File: src/rtl/roi_crop_pkg.sv
// Shared definitions for the ROI crop / light-dark statistics block:
// frame-tracking state encoding and default parameter values.
package roi_crop_pkg;

   typedef enum logic [1:0] {
      SYNC    = 2'd0,
      ACTIVE  = 2'd1,
      PUBLISH = 2'd2
   } roiState_t;

   localparam int DEF_DATA_W   = 10;
   localparam int DEF_H_ACTIVE = 640;
   localparam int DEF_V_ACTIVE = 480;
   localparam int DEF_COORD_W  = 16;
   localparam int DEF_CNT_W    = 20;

endpackage

File: src/rtl/roi_xy_counter.sv
// Raster position tracker: X/Y of the pixel being accepted this cycle,
// with line wrap, last-pixel flag and restart to (0,0) on start of frame.
module roi_xy_counter
   import roi_crop_pkg::*;
#(
   parameter int H_ACTIVE = DEF_H_ACTIVE,
   parameter int V_ACTIVE = DEF_V_ACTIVE,
   parameter int COORD_W  = DEF_COORD_W
)(
   input  logic               iCLK,
   input  logic               iRST,
   input  logic               iStep,
   input  logic               iRestart,
   output logic [COORD_W-1:0] oX,
   output logic [COORD_W-1:0] oY,
   output logic               oAtOrigin,
   output logic               oLast
);

   localparam logic [COORD_W-1:0] X_LAST = COORD_W'(H_ACTIVE - 1);
   localparam logic [COORD_W-1:0] Y_LAST = COORD_W'(V_ACTIVE - 1);

   logic [COORD_W-1:0] xReg;
   logic [COORD_W-1:0] yReg;

   // Position of the current pixel: a start-of-frame pixel is always (0,0).
   assign oX        = iRestart ? '0 : xReg;
   assign oY        = iRestart ? '0 : yReg;
   assign oAtOrigin = (xReg == '0) && (yReg == '0);
   assign oLast     = (oX == X_LAST) && (oY == Y_LAST);

   always_ff @(posedge iCLK or negedge iRST) begin
      if (!iRST) begin
         xReg <= '0;
         yReg <= '0;
      end else if (iStep) begin
         if (oLast) begin
            xReg <= '0;
            yReg <= '0;
         end else if (oX == X_LAST) begin
            xReg <= '0;
            yReg <= oY + 1'b1;
         end else begin
            xReg <= oX + 1'b1;
            yReg <= oY;
         end
      end
   end

endmodule

File: src/rtl/roi_crop_stats.sv
// Region-of-interest crop (blank or gate) with per-frame light/dark pixel
// statistics, published once per completed frame.
module roi_crop_stats
   import roi_crop_pkg::*;
#(
   parameter int DATA_W   = DEF_DATA_W,
   parameter int H_ACTIVE = DEF_H_ACTIVE,
   parameter int V_ACTIVE = DEF_V_ACTIVE,
   parameter int COORD_W  = DEF_COORD_W,
   parameter int CNT_W    = DEF_CNT_W
)(
   input  logic               iCLK,
   input  logic               iRST,
   input  logic               iDVAL,
   input  logic               iSOF,
   input  logic [DATA_W-1:0]  iDATA,
   input  logic [COORD_W-1:0] iXSTART,
   input  logic [COORD_W-1:0] iXEND,
   input  logic [COORD_W-1:0] iYSTART,
   input  logic [COORD_W-1:0] iYEND,
   input  logic [DATA_W-1:0]  iTHRESH,
   input  logic               iMODE,
   output logic               oDVAL,
   output logic [DATA_W-1:0]  oDATA,
   output logic [CNT_W-1:0]   oLIGHT_CNT,
   output logic [CNT_W-1:0]   oDARK_CNT,
   output logic               oSTAT_VALID,
   output logic               oFRAME_ERR
);

   roiState_t          state;
   logic [COORD_W-1:0] xStartSh, xEndSh, yStartSh, yEndSh;
   logic [DATA_W-1:0]  threshSh;
   logic               modeSh;
   logic [CNT_W-1:0]   lightAcc, darkAcc;

   logic [COORD_W-1:0] pixX, pixY;
   logic               atOrigin, lastPix;
   logic               sofPix, accept, frameErr, inWin, isLight;
   logic [COORD_W-1:0] xs, xe, ys, ye;
   logic [DATA_W-1:0]  th;
   logic               md;
   logic [CNT_W-1:0]   lightBase, darkBase;

   assign sofPix   = iDVAL & iSOF;
   assign accept   = sofPix | (iDVAL & (state == ACTIVE));
   assign frameErr = sofPix & (state == ACTIVE) & ~atOrigin;

   // The start-of-frame pixel already obeys the window it loads.
   assign xs = sofPix ? iXSTART : xStartSh;
   assign xe = sofPix ? iXEND   : xEndSh;
   assign ys = sofPix ? iYSTART : yStartSh;
   assign ye = sofPix ? iYEND   : yEndSh;
   assign th = sofPix ? iTHRESH : threshSh;
   assign md = sofPix ? iMODE   : modeSh;

   assign inWin   = (pixX >= xs) && (pixX <= xe) && (pixY >= ys) && (pixY <= ye);
   assign isLight = iDATA > th;

   // Accumulators restart from zero for any pixel that opens a frame.
   assign lightBase = ((state == ACTIVE) && !frameErr) ? lightAcc : '0;
   assign darkBase  = ((state == ACTIVE) && !frameErr) ? darkAcc  : '0;

   roi_xy_counter #(
      .H_ACTIVE (H_ACTIVE),
      .V_ACTIVE (V_ACTIVE),
      .COORD_W  (COORD_W)
   ) uXy (
      .iCLK      (iCLK),
      .iRST      (iRST),
      .iStep     (accept),
      .iRestart  (sofPix),
      .oX        (pixX),
      .oY        (pixY),
      .oAtOrigin (atOrigin),
      .oLast     (lastPix)
   );

   always_ff @(posedge iCLK or negedge iRST) begin
      if (!iRST) begin
         state       <= SYNC;
         xStartSh    <= '0;
         xEndSh      <= '0;
         yStartSh    <= '0;
         yEndSh      <= '0;
         threshSh    <= '0;
         modeSh      <= 1'b0;
         lightAcc    <= '0;
         darkAcc     <= '0;
         oDVAL       <= 1'b0;
         oDATA       <= '0;
         oLIGHT_CNT  <= '0;
         oDARK_CNT   <= '0;
         oSTAT_VALID <= 1'b0;
         oFRAME_ERR  <= 1'b0;
      end else begin
         oSTAT_VALID <= (state == PUBLISH);
         oFRAME_ERR  <= frameErr;
         if (state == PUBLISH) begin
            oLIGHT_CNT <= lightAcc;
            oDARK_CNT  <= darkAcc;
         end

         if (sofPix) begin
            xStartSh <= iXSTART;
            xEndSh   <= iXEND;
            yStartSh <= iYSTART;
            yEndSh   <= iYEND;
            threshSh <= iTHRESH;
            modeSh   <= iMODE;
         end

         oDVAL <= accept & (inWin | ~md);
         if (accept && inWin) begin
            oDATA <= iDATA;
         end else if (accept && !md) begin
            oDATA <= '0;
         end

         lightAcc <= lightBase;
         darkAcc  <= darkBase;
         if (accept && inWin) begin
            if (isLight) begin
               lightAcc <= (lightBase == '1) ? lightBase : lightBase + 1'b1;
            end else begin
               darkAcc  <= (darkBase == '1) ? darkBase : darkBase + 1'b1;
            end
         end

         if (accept && lastPix) begin
            state <= PUBLISH;
         end else if (accept) begin
            state <= ACTIVE;
         end else if (state == PUBLISH) begin
            state <= SYNC;
         end
      end
   end

endmodule

File: config.mk
export PLATFORM = sky130hd
export DESIGN_NAME = roi_crop_stats
export DESIGN_NICKNAME = d
export VERILOG_FILES = /design/src/rtl/roi_crop_pkg.sv /design/src/rtl/roi_xy_counter.sv /design/src/rtl/roi_crop_stats.sv
export SDC_FILE = /design/constraint.sdc
export NUM_CORES = 1
export LEC_CHECK = 0
export CAP_MARGIN = 20
export CORE_MARGIN = 3
export CORE_UTILIZATION = 50
export DETAILED_ROUTE_END_ITERATION = 10
export PLACE_DENSITY = 0.88
export SLEW_MARGIN = 10
export SYNTH_ARGS = -nofsm -noshare
export SYNTH_HDL_FRONTEND = slang
export SYNTH_SLANG_ARGS = --single-unit
File: constraint.sdc
create_clock -name iCLK -period 3.2 [get_ports iCLK]
set_clock_uncertainty 0.2 [all_clocks]
set_input_delay 0.8 -clock iCLK [delete_from_list [all_inputs] [get_ports iCLK]]
set_output_delay 0.8 -clock iCLK [all_outputs]
set_load 0.005 [all_outputs]
[Yosys cells after proc, flatten, opt, wreduce, memory -nomap -nowiden]
Cells that the tools add are included.
Storage, ports and cells
  RAM bits: 0
  memories kept: 0
  latch bits: 0
  word-level logic and storage cells: 81
  output and inout port bits: 53
  bits of input ports: 89
  memory bits (read-only): 0
  register bits: 202
Cells by class
  order comparisons: 5
  mux-type cells: 25
  equality and inequality tests: 6
  divide/modulo/power cells: 0
  add/subtract/negate cells: 4
  bitwise logic cells: 9
  reduce and logical (&&, ||, !) cells: 15
  shift operators: 0
  $mul: 0
Operator list (number)
  2-to-1 mux 16 bit: 10
  2-to-1 mux 20 bit: 8
  adder 20 x 1 -> 20 bit, second input constant: 2
  == test 20 bit, second input constant: 2
  adder 16 x 1 -> 16 bit, second input constant: 2
  greater-or-equal comparator 16 bit: 2
  <= comparator 16 bit: 2
  zero test 16 bit: 2
  2-to-1 mux 10 bit: 3
  == test 16 x 10 -> 1 bit, second input constant: 1
  == test 16 x 9 -> 1 bit, second input constant: 1
  > comparator 10 bit: 1
  logical AND 1 bit: 9
  2-to-1 mux 2 bit: 3
  bitwise AND 1 bit: 5
  nonzero test 3 bit: 1
  == test 2 x 1 -> 1 bit, second input constant: 1
  == test 2 bit, second input constant: 1
  zero test 1 bit: 2
  inverter 1 bit: 2
  OR 1 bit: 2
  nonzero test 2 bit: 1
  2-to-1 mux 1 bit: 1

[Longest topological paths before layout]
  word-level depth: 11
  mapped depth: 19
  depth with buffers taken out: 13

[Modules after synthesis]
Synthesis repeated with hierarchy kept, for this count alone.
Unflattened totals
  cells, all modules: 1078
  area total of the unflattened synthesis: 11074.4 µm²
By module, submodules not included
  roi_crop_stats: cells each 809, seq. area each 4254.1 µm², instances 1, area each 8827.2 µm²
  roi_xy_counter: cells each 269, seq. area each 800.8 µm², instances 1, area each 2247.2 µm²

[Worst setup path after synthesis]
Ideal clock, no wire load.
  path type: input to register
  start: input iDVAL
  end: register darkAcc[3]
  library setup time: 0.120 ns
  cell stages on the path: 14
  arrival: 4.392 ns
  slack: -1.513 ns
  buffers on the path: 5
  data required time: 2.880 ns
  cell sequence: buf_2 > nand2_2 > clkbuf_1 > clkbuf_1 > clkbuf_1 > mux2i_1 > ha_1 > nand4_1 > or4_1 > o31a_1 > nor3_2 > buf_2 > a31oi_1 > a41o_1
Between the ends
  longest elaborated chain between the ends: 10
  elaborated cells on any way between the ends: 29
  those cells by class: add/sub: 1; order compare: 5; eq/ne: 1; mux: 11; bitwise: 5; reduce/logical: 6
RTL lines
  from (decl): line roi_crop_stats.sv:14  | input logic iDVAL,
  bitwise AND 1 bit: line roi_crop_stats.sv:45  | assign sofPix = iDVAL & iSOF;
  bitwise AND 1 bit (2 in series): line roi_crop_stats.sv:47  | assign frameErr = sofPix & (state == ACTIVE) & ~atOrigin;
  zero test 1 bit: line roi_crop_stats.sv:62  | assign darkBase = ((state == ACTIVE) && !frameErr) ? darkAcc : '0;
  logical AND 1 bit: line roi_crop_stats.sv:62
  2-to-1 mux 20 bit: line roi_crop_stats.sv:62
  adder 20 x 1 -> 20 bit / == test 20 bit (equally long branches): line roi_crop_stats.sv:126  | darkAcc <= (darkBase == '1) ? darkBase : darkBase + 1'b1;
  2-to-1 mux 20 bit: line roi_crop_stats.sv:126
  2-to-1 mux 20 bit: line roi_crop_stats.sv:123  | if (isLight) begin
  2-to-1 mux 20 bit *: line roi_crop_stats.sv:122  | if (accept && inWin) begin
  to (signal assigned): line roi_crop_stats.sv:121  | darkAcc <= darkBase;
  to (signal assigned): line roi_crop_stats.sv:126
  to (decl): line roi_crop_stats.sv:35  | logic [CNT_W-1:0] lightAcc, darkAcc;
Mark *: on every way between the ends. The rest lies on a longest branch, timed or not.
A chain may end at the register's enable or synchronous reset.

[Worst setup path after layout]
  start: input iDVAL
  end: register lightAcc[10]
Between the ends
  longest elaborated chain between the ends: 10
  elaborated cells on any way between the ends: 29
  those cells by class: add/sub: 1; order compare: 5; eq/ne: 1; mux: 11; bitwise: 5; reduce/logical: 6
RTL lines
  bitwise AND 1 bit: line roi_crop_stats.sv:45
  bitwise AND 1 bit (2 in series): line roi_crop_stats.sv:47
  zero test 1 bit: line roi_crop_stats.sv:61  | assign lightBase = ((state == ACTIVE) && !frameErr) ? lightAcc : '0;
  logical AND 1 bit: line roi_crop_stats.sv:61
  2-to-1 mux 20 bit: line roi_crop_stats.sv:61
  adder 20 x 1 -> 20 bit / == test 20 bit (equally long branches): line roi_crop_stats.sv:124  | lightAcc <= (lightBase == '1) ? lightBase : lightBase + 1'b1;
  2-to-1 mux 20 bit: line roi_crop_stats.sv:124
  2-to-1 mux 20 bit: line roi_crop_stats.sv:123
  2-to-1 mux 20 bit *: line roi_crop_stats.sv:122
  to (signal assigned): line roi_crop_stats.sv:120  | lightAcc <= lightBase;
  to (signal assigned): line roi_crop_stats.sv:124
  to (decl): line roi_crop_stats.sv:35
Marks and branches as above.

==> impl_metrics.toml <==
[run_status]
status = "finished with violations"
failed_checks = "negative setup slack"

[yosys]
synth-seq-cells = 202
synth_area_leaders = "dfrtp_1, ha_1, mux2i_1"
ys_seq_area_share_pct = 46.3
synth_top_area_share_pct = 46.3
yosysWarnings = 0
synth_area_leader_cell = "dfrtp_1"
syn_nets = 1286
synth.distinct_cells = 65
ys_async_sr_fraction_pct = 100
synth_area_per_cell_sq_um = 9.75
syn-cell-area_sq_um = 10900
synth-edff-count = 0
synthFlopType = "dfrtp_1"
synth_cells = 1121

[worst_setup_path]
crit_path_end_kind = "flop"
cp_max_fo = 8
worstSetupPathType = "primary input to flop"
critPathSlowestCell = "or3_4"
critPathArrivalTime_ns = 3.97
worst_setup_path_start_kind = "primary input"
slowest_delay_ns = 0.40
crit_chain = "buf_8 > nand2_8 > buf_12 > buf_12 > mux2i_4 > ha_1 > a21oi_1 > o21ai_1 > a221oi_2 > a22o_1 > o211ai_1 > buf_4 > or3_4 > or3_4 > a21oi_2"
cp_data_required_time_ns = 3.45
crit_family = "compound AO/OA/AOI/OAI gates"
critPathBufInv = 4

[die]
ios = 142
chipWidth_microns = 154
die_area_sq_um = 23700
coreArea_sq_um = 21200
row_count = 53
die_y_microns = 154
start_util_pct = 51.5

[cts]
cts_root_buffer = "clkbuf_16"
cts_htree_levels = 1
clk_latency_ns = 0.53
clk_pin_slew_worst_paths_ns = 0.06
cts_buffer_depth = 3
clock-sinks = 202
cts_tree = "done"
cts_made_buffers = 23
cts_hold_buf = 0

[finish]
layout.nets = 1638
fillers = 1146
syn2layout_area_growth_pct = 49.7
drive_gt1_share_pct = 30.7
stdcell_area_sq_um = 16400
diodes = 0

[drt]
drt-pass1-iter-count = 7
vias_per_cell = 6.26
detail_route.wl_per_cell_microns = 22.2
drc_errors = 0
drt-initial-drc-count = 1304
wl_microns = 39100
vias = 11000
ant_nets = 0

[pwr]
p_leak_nw = 7.98
ir_drop_mv = 0.394
p_per_area_nw_per_um2 = 431
finalPower_mw = 7.05

[timing]
slew_viol_final = 0
fin_crit_ns = 3.72
post-route-period-util_pct = 116
fmax_mhz = 269
max-slew-margin-rel_pct = 49.4
worst_slack_ns = -0.520
tightest_slew_ns = 0.759
setup_violations = 52
rsz0062_at_grt = "true"
final_hold_viol_count = 0

[placed_design]
routabilityCongestion = 0.939
hpwl_microns = 22800
placed_cell_area_sq_um = 14100
place.port_buffers = 141
pre_cts_ws_ns = -1.40

[worst_hold_path]
hold_class = "primary input to asynchronous set/reset pin"

[grt]
grt.total_usage_pct = 29.3
grt_pass1_vias = 10900
grt-ovfl-total = 0
grt_max_degree = 87
grt_pass1_wl_microns = 56700
antenna_found_initial = 0

[job]
maxCapViolations = 0
-- path summary, 6_finish.rpt --
| check | end | slack, ns | depth (start not counted) | start |
|---|---|---|---|---|
| max | lightAcc[10] | -0.52 | 15 | iDVAL |
| min | oLIGHT_CNT[17] | 0.14 | 1 | iRST |
| max reg2reg | lightAcc[10] | -0.38 | 15 | uXy.xReg[7] |
| min reg2reg | oDARK_CNT[18] | 0.28 | 2 | oDARK_CNT[18] |
| max in group asynchronous | oDATA[1] | 1.87 | 2 | iRST |
| min in group iCLK | oDARK_CNT[18] | 0.28 | 2 | oDARK_CNT[18] |
-- synth_stat cells, types with 3 or more instances --
cell type	number
nor2_1	40
o21ai_0	64
mux2_2	27
a41o_1	9
o22ai_1	3
nand4_1	40
nor3_1	19
nand3_1	30
a31o_2	9
and4_1	4
buf_2	7
a211o_1	5
or4_1	3
xor2_1	6
clkbuf_1	34
buf_1	7
a211oi_1	7
a21o_1	5
a22o_1	14
nor2b_1	5
xnor2_1	4
inv_1	103
a21oi_1	43
a31oi_1	12
nor4_1	13
and3_1	25
o211ai_1	5
nand2b_1	10
mux2i_1	70
or3_1	7
nand2_1	143
and2_1	29
dfrtp_1	202
ha_1	76
-- per-stage QoR --
stage	TNS, ns	instances	hold slack (ns)	utilization, %
floorplan	-43.70	1121	0.240	-
global placement	-84.82	1675	0.256	66.4
detailed placement	-92.96	1675	0.262	66.4
CTS	-12.51	1743	0.184	73.9
global route	-23.42	1762	0.188	77.1
finish	-20.24	1762	0.137	77.1
-- report_power, final --
part / switching (mW) / internal, mW / leakage [nW]
clock network: 1.09 / 1.54 / 0.369
registers: 0.0838 / 2.71 / 2.65
logic: 0.891 / 0.732 / 4.96
-- state kept, by name, indices dropped and copies added (netlist names) --
signal       cells
darkAcc         20
lightAcc        20
modeSh           1
oDARK_CNT       20
oDATA           10
oDVAL            1
oFRAME_ERR       1
oLIGHT_CNT      20
oSTAT_VALID      1
state            2
threshSh        10
uXy.xReg        16
uXy.yReg        16
xEndSh          16
xStartSh        16
yEndSh          16
yStartSh        16
-- routing by layer --
layer  up-vias  share of wire, %  global-route usage [%]
li1       4692                 -                       -
met1      5321                37                    38.1
met2       812                48                    48.2
met3       204                10                    5.88
met4         0               5.0                    12.0
met5         -                 0                       0
-- logic make-up (layout without fill, tap and decap cells) --
family	after synthesis	after routing	share of synthesized area (%)
muxes	97	97	9.19
and+or+nand+nor	387	387	18.1
adders and majority gates	76	76	8.70
AOI/OAI and AO/OA	198	198	11.7
DFF	202	202	46.3
buffers and inverters	151	517	5.27
xor gates and xnor gates	10	10	0.801
-- layout make-up --
class / instances / area [sq um] / share of cell area [%]
timing repair buffer: 375 / 3590 / 22.0
clock buffer: 29 / 628 / 3.84
clock inverter: 10 / 104 / 0.635
inverter: 103 / 387 / 2.36
multi-input combinational: 768 / 6250 / 38.2
sequential: 202 / 5050 / 30.9
tap: 275 / 344 / 2.10
-- layout by cell type, fill, tap and decap left out, types with 13 or more instances in the layout --
master | synthesis | routed
buf_6 | 0 | 22
nand4_1 | 40 | 40
nor3_1 | 19 | 13
nand3_1 | 30 | 28
ha_1 | 76 | 60
and3_1 | 25 | 19
mux2i_1 | 70 | 43
a21oi_2 | 0 | 17
mux2_2 | 27 | 27
o21ai_0 | 64 | 55
clkdlybuf4s50_1 | 0 | 136
nand2_1 | 143 | 135
clkbuf_16 | 0 | 27
a22o_1 | 14 | 14
and2_1 | 29 | 18
a21oi_1 | 43 | 26
nor2_1 | 40 | 35
mux2i_4 | 0 | 15
buf_4 | 0 | 188
inv_1 | 103 | 97
dfrtp_1 | 202 | 202
ha_4 | 0 | 14
-- repair_timing --
| item | 4_1_cts | 5_1_grt |
|---|---|---|
| gates cloned | 6 | 4 |
| pin swaps | 42 | 35 |
| endpoints found under the setup margin | 84 | 71 |
| resized for setup | 137 | 89 |
| setup buffers | 23 | 18 |
(Power assumes the default switching activity.)
